===== src/rtl/eth_rx_frame_parser.sv =====
`default_nettype none
// ============================================================================
// eth_rx_frame_parser : parses the 16-byte RAMP header and heads the RX pipe
//   with rx_start/rx_data/rx_end messages; optional dst filter ETH_RX_MAC_FILTER_EN
// Revision: 1.0
// ============================================================================

package eth_rx_pipe_pkg;
  localparam logic [7:0] MACPID        = 8'hFE;
  localparam logic [7:0] rstPacketType = 8'h01;

  typedef enum logic [1:0] {
    rx_none  = 2'd0,
    rx_start = 2'd1,
    rx_data  = 2'd2,
    rx_end   = 2'd3
  } eth_rx_stype_e;

  typedef struct packed {
    logic [7:0]  ptype;
    logic [15:0] seqnum;
    logic [7:0]  pid;
  } eth_rx_hdr_t;

  typedef struct packed {
    eth_rx_stype_e stype;
    eth_rx_hdr_t   header;
    logic [31:0]   data;
  } eth_rx_pipe_data_type;
endpackage

module eth_rx_frame_parser
  import eth_rx_pipe_pkg::*;
#(
  parameter int MAX_PAYLOAD = 1500
) (
  input  logic                 clk,
  input  logic                 reset,
  input  logic                 rx_valid,
  input  logic [7:0]           rx_byte,
  input  logic                 rx_sof,
  input  logic                 rx_eof,
  input  logic                 rx_crc_err,
  input  logic [47:0]          mac_addr,
  input  logic                 mac_init,
  output eth_rx_pipe_data_type rx_pipe_out,
  output logic [15:0]          drop_count
);

  localparam logic [1:0]  st_idle    = 2'd0;
  localparam logic [1:0]  st_hdr     = 2'd1;
  localparam logic [1:0]  st_payload = 2'd2;
  localparam logic [1:0]  st_drain   = 2'd3;
  localparam logic [10:0] CNT_SAT    = 11'h7FF;
  localparam logic [10:0] MAX_CNT    = 11'(MAX_PAYLOAD);

  logic [1:0]           state_q, state_d;
  logic [10:0]          byte_cnt_q, byte_cnt_d;
  logic [47:0]          dst_q, dst_d;
  logic [7:0]           ptype_q, ptype_d;
  logic [15:0]          seqnum_q, seqnum_d;
  logic [31:0]          word_q, word_d;
  logic                 len_err_q, len_err_d;
  logic                 end_pend_q, end_pend_d;
  logic [31:0]          end_data_q, end_data_d;
  eth_rx_pipe_data_type out_q, out_d;
  logic [15:0]          drop_q, drop_d;
  logic [1:0]           drop_inc;
  logic [16:0]          drop_sum;
  logic [10:0]          cnt_inc;
  logic [31:0]          word_ins;
  logic                 filter_pass;

  assign cnt_inc  = (byte_cnt_q == CNT_SAT) ? CNT_SAT : byte_cnt_q + 11'd1;
  // Payload lane 0 lands in the top byte: big-endian word packing.
  assign word_ins = word_q | ({24'd0, rx_byte} << {~byte_cnt_q[1:0], 3'b000});

`ifdef ETH_RX_MAC_FILTER_EN
  assign filter_pass = (dst_q == mac_addr) || (dst_q == 48'hFFFF_FFFF_FFFF) ||
                       (!mac_init && (rx_byte == MACPID) && (ptype_q == rstPacketType));
`else
  logic unused_cfg;
  assign filter_pass = 1'b1;
  assign unused_cfg  = ^{mac_addr, mac_init, dst_q};
`endif

  always_comb begin
    state_d    = state_q;
    byte_cnt_d = byte_cnt_q;
    dst_d      = dst_q;
    ptype_d    = ptype_q;
    seqnum_d   = seqnum_q;
    word_d     = word_q;
    len_err_d  = len_err_q;
    end_pend_d = 1'b0;
    end_data_d = end_data_q;
    drop_inc   = 2'd0;
    out_d      = '0;

    if (end_pend_q) begin
      out_d.stype = rx_end;
      out_d.data  = end_data_q;
    end

    if (rx_valid) begin
      if (rx_sof) begin
        if (state_q == st_payload) begin
          out_d.stype = rx_end;
          out_d.data  = {5'd0, byte_cnt_q, 15'd0, 1'b1};
        end else if (state_q == st_hdr) begin
          drop_inc = 2'd1;
        end
        dst_d      = {40'd0, rx_byte};
        byte_cnt_d = 11'd1;
        word_d     = '0;
        len_err_d  = 1'b0;
        state_d    = st_hdr;
        if (rx_eof) begin
          drop_inc = drop_inc + 2'd1;
          state_d  = st_idle;
        end
      end else begin
        case (state_q)
          st_hdr: begin
            byte_cnt_d = byte_cnt_q + 11'd1;
            if (byte_cnt_q < 11'd6)   dst_d          = {dst_q[39:0], rx_byte};
            if (byte_cnt_q == 11'd12) ptype_d        = rx_byte;
            if (byte_cnt_q == 11'd13) seqnum_d[7:0]  = rx_byte;
            if (byte_cnt_q == 11'd14) seqnum_d[15:8] = rx_byte;
            if (byte_cnt_q == 11'd15) begin
              if (filter_pass) begin
                out_d.stype  = rx_start;
                out_d.header = '{ptype: ptype_q, seqnum: seqnum_q, pid: rx_byte};
                byte_cnt_d   = '0;
                word_d       = '0;
                state_d      = st_payload;
                if (rx_eof) begin
                  end_pend_d = 1'b1;
                  end_data_d = {31'd0, rx_crc_err};
                  state_d    = st_idle;
                end
              end else begin
                drop_inc = 2'd1;
                state_d  = rx_eof ? st_idle : st_drain;
              end
            end else if (rx_eof) begin
              drop_inc = 2'd1;
              state_d  = st_idle;
            end
          end
          st_payload: begin
            byte_cnt_d = cnt_inc;
            len_err_d  = len_err_q | (byte_cnt_q >= MAX_CNT);
            word_d     = word_ins;
            if (!len_err_d && ((byte_cnt_q[1:0] == 2'd3) || rx_eof)) begin
              out_d.stype = rx_data;
              out_d.data  = word_ins;
              word_d      = '0;
            end
            // rx_end waits one cycle so the flushed partial word goes first.
            if (rx_eof) begin
              end_pend_d = 1'b1;
              end_data_d = {5'd0, cnt_inc, 15'd0, rx_crc_err | len_err_d};
              state_d    = st_idle;
            end
          end
          st_drain: begin
            if (rx_eof) state_d = st_idle;
          end
          default: ;
        endcase
      end
    end

    drop_sum = {1'b0, drop_q} + {15'd0, drop_inc};
    drop_d   = drop_sum[16] ? 16'hFFFF : drop_sum[15:0];
  end

  always_ff @(posedge clk) begin
    if (reset) begin
      state_q    <= st_idle;
      byte_cnt_q <= '0;
      dst_q      <= '0;
      ptype_q    <= '0;
      seqnum_q   <= '0;
      word_q     <= '0;
      len_err_q  <= 1'b0;
      end_pend_q <= 1'b0;
      end_data_q <= '0;
      out_q      <= '0;
      drop_q     <= '0;
    end else begin
      state_q    <= state_d;
      byte_cnt_q <= byte_cnt_d;
      dst_q      <= dst_d;
      ptype_q    <= ptype_d;
      seqnum_q   <= seqnum_d;
      word_q     <= word_d;
      len_err_q  <= len_err_d;
      end_pend_q <= end_pend_d;
      end_data_q <= end_data_d;
      out_q      <= out_d;
      drop_q     <= drop_d;
    end
  end

  assign rx_pipe_out = out_q;
  assign drop_count  = drop_q;

endmodule
`default_nettype wire


===== config.mk =====
export PLATFORM = sky130hd
export DESIGN_NAME = eth_rx_frame_parser
export DESIGN_NICKNAME = d
export VERILOG_FILES = /design/src/rtl/eth_rx_frame_parser.sv
export SDC_FILE = /design/constraint.sdc
export NUM_CORES = 1
export LEC_CHECK = 0
export BUFFER_PORTS_ARGS = -buffer_cell sky130_fd_sc_hd__buf_2
export CAP_MARGIN = 15
export CORE_ASPECT_RATIO = 0.5
export CORE_MARGIN = 5
export CORE_UTILIZATION = 53
export DETAILED_ROUTE_END_ITERATION = 10
export GPL_TIMING_DRIVEN = 0
export HOLD_SLACK_MARGIN = 0.1
export PLACE_DENSITY = 0.89
export SKIP_CTS_REPAIR_TIMING = 1
export SYNTH_ARGS = -nofsm -noshare
export SYNTH_HDL_FRONTEND = slang
export SYNTH_SLANG_ARGS = --single-unit

===== constraint.sdc =====
create_clock -name clk -period 4.5 [get_ports clk]
set_clock_uncertainty 0.1 [all_clocks]
set_input_delay 0.9 -clock clk [delete_from_list [all_inputs] [get_ports clk]]
set_output_delay 0.9 -clock clk [all_outputs]
set_load 0.01 [all_outputs]

==> results.toml <==
[timing]
setup_violations = 0
slew_violations = 0
whs_ns = 0.350
clock.fmax_mhz = 236
fin_setup_tns_ns = 0
layout_min_cycle_time_ns = 4.25
hold_viol_final = 0
period_share = 0.944
worst-slew-pin-transition_ns = 1.14
max-slew-margin-rel = 0.233
rsz0062_at_grt = "no"

[setup_path]
critPathMaxStageDelay_ns = 0.59
cp_slowest_cell = "o41a_1"
arrival_ns = 4.44
cp_data_required_time_ns = 4.69
worst-setup-path-type = "reg -> reg"
cp_max_fo = 10
path_common_cell = "clkbuf_1"
cp-end-kind = "flop"
critPathBufInv = 5
crit_chain = "ha_1, clkbuf_1, inv_1, o41a_1, nand3_1, a21boi_0, ha_1, inv_1, fa_1, and3b_1, and4_1, clkbuf_1, nand4_1, clkbuf_1, a21oi_1"
critical-path-top-delay-family = "buffers and inverters"
start_kind = "flop"

[grt]
grt_max_degree = 20
overflow = 0
track_usage = 0.247
grt_pass1_vias = 5940
grt_pass1_wl_um = 30500
antenna_found_initial = 0

[yosys]
ys_async_sr_fraction = 0
ys_seq_area_frac = 0.485
synth_most_common_cell = "dfxtp_1"
syn_nets = 876
yosys.area.top_type = "dfxtp_1"
netlist_area_um2 = 6810
synthDistinctLibCells = 61
netlist.area_leader.share = 0.485
yosys-top-cells-area = "dfxtp_1 (48%), a21oi_1 (6.9%), nand2_1 (6.3%), nor2_1 (4.0%), and2_1 (3.9%)"
synth_edf_count = 0
yosysWarningCount = 0
synthTopCellsByCount = "dfxtp_1 (165), nand2_1 (114), a21oi_1 (94)"
ys_ff_latch = 165
synthFlopType = "dfxtp_1"
synthCells = 801
syn_area_per_cell_um2 = 8.50

[finish]
fin_nets = 986
diodes = 0
drive_gt1_frac = 0.165
area_growth_pct = 18.8

[power_and_ir_drop]
p_clk_frac = 0.478
p_seq_frac = 0.478
p_int_w = 0.00225
powerDensity_nw_per_um2 = 381
comb_power_share = 0.044
netSwitchingPower_w = 0.000827
p_leak_nw = 3.20
ir_drop_uv = 198
netSwitchingFraction = 0.268

[clock_tree]
numCtsBuffers = 17
root_buffer = "clkbuf_16"
cts_tree = "yes"
cts_buffer_depth = 2
cts_sinks = 165
clk_pin_slew_ns = 0.08
clk_latency_ns = 0.44
htreeDepth = 4

[route]
vias = 6353
postRouteAntennaNets = 0
first_pass_iters = 6
wirelength_um = 19400
post_drt_wl_per_cell_um = 17.7
drc = 0
avgViaCountPerCell = 5.81
drt_iter0_markers = 642

[die]
die_y_um = 90.2
die_width_um = 170
io_pins = 145
start_util = 0.539
core_um2 = 12600
die-area_um2 = 15400
rows = 29

[place]
finalWeightedCongestion = 1.03
port_buffers = 91
dp_hpwl_um = 13300

[run]
drv_cap = 0

[run_status]
status = "completed"

[hold_path]
hold_class = "reg -> reg"
-- path summary, 6_finish.rpt --
path,cells after the start,from,end,slack (ns)
setup / recovery,15,byte_cnt_q[0],drop_count[1],0.25
hold / removal,2,word_q[19],word_q[19],0.35
setup reg to reg,15,byte_cnt_q[0],drop_count[1],0.25
hold reg to reg,2,word_q[19],word_q[19],0.35
-- cell families after synthesis --
family,after synthesis,share of synthesized area
flip-flops,165,0.485
AND/OR/NAND/NOR,307,0.220
XOR/XNOR,15,0.0193
AO/OA/AOI/OAI,217,0.201
multiplexers,2,0.00294
buffers and inverters,83,0.0489
adder cells (fa/ha/maj),12,0.0231
-- worst reg2reg max path, stage by stage, from the launching register on --
cell and delay, ns:
dfxtp_1 0.56, ha_1 0.21, clkbuf_1 0.42, inv_1 0.27
o41a_1 0.59, nand3_1 0.14, a21boi_0 0.10, ha_1 0.20
inv_1 0.07, fa_1 0.19, and3b_1 0.23, and4_1 0.21
clkbuf_1 0.16, nand4_1 0.16, clkbuf_1 0.37, a21oi_1 0.13
-- layer usage --
layer  vias up  GRT usage  wire, um
li1       2991          -         -
met1      3004      0.322      8300
met2       298      0.398      8790
met3        60     0.0653      1780
met4         0     0.0850       507
met5         -          0         0
-- power by group through the flow --
stage	sequential, W	combinational [W]	clock [W]
after floorplan	0.00151	0.0000811	0
after global placement	0.00151	0.000129	0
after detailed placement	0.00151	0.000132	0
after CTS	0.00147	0.000133	0.00147
after global routing	0.00147	0.000147	0.00154
final	0.00147	0.000137	0.00147
-- state kept, by name (all words and copies together), names as in the netlist --
name	flops
rx_pipe_out	66
word_q	32
drop_count	16
seqnum_q	16
end_data_q	12
byte_cnt_q	11
ptype_q	8
state_q	2
end_pend_q	1
len_err_q	1
-- layout by cell type (no fill, tap or decap), drive strengths merged, types with 2 or more instances in the layout --
cell | synthesis | final
a211o | 10 | 10
a211oi | 14 | 14
a21boi | 3 | 3
a21o | 3 | 3
a21oi | 95 | 95
a22o | 4 | 4
a311oi | 4 | 4
a31oi | 23 | 23
a41oi | 4 | 4
and2 | 42 | 42
and3 | 7 | 7
and4 | 4 | 4
buf | 10 | 101
clkbuf | 55 | 72
clkinv | 0 | 10
dfxtp | 165 | 165
ha | 11 | 11
inv | 18 | 23
mux2i | 2 | 2
nand2 | 114 | 114
nand2b | 11 | 11
nand3 | 12 | 12
nand3b | 3 | 3
nand4 | 6 | 6
nor2 | 72 | 72
nor2b | 3 | 3
nor3 | 8 | 8
nor3b | 5 | 5
nor4 | 10 | 10
o211a | 4 | 4
o211ai | 5 | 5
o21ai | 32 | 32
o22ai | 5 | 5
or2 | 3 | 3
or3 | 4 | 4
or4 | 2 | 2
xnor2 | 10 | 10
xor2 | 5 | 5
-- metrics by stage --
step	worst slack (ns)	total power (W)	area, um^2	cells	util
global placement	-0.146	0.00163	7480	1062	0.592
floorplan	0.759	0.00159	6810	801	-
CTS	0.223	0.00307	8090	1094	0.641
detailed placement	-0.232	0.00164	7480	1062	0.592
global route	0.0636	0.00316	8090	1094	0.641
finish	0.254	0.00308	8090	1094	0.641
-- area by class of cell --
class / instances / area, um^2
repair buffers: 91 / 455
plain buffers: 65 / 267
fillers: 1021 / 4540
inverters: 18 / 67.6
multi-input cells: 553 / 3180
flip-flops and latches: 165 / 3300
well taps: 170 / 213
clock inverters: 15 / 185
clock buffers: 17 / 425
Power figures use the tool's default switching activity.
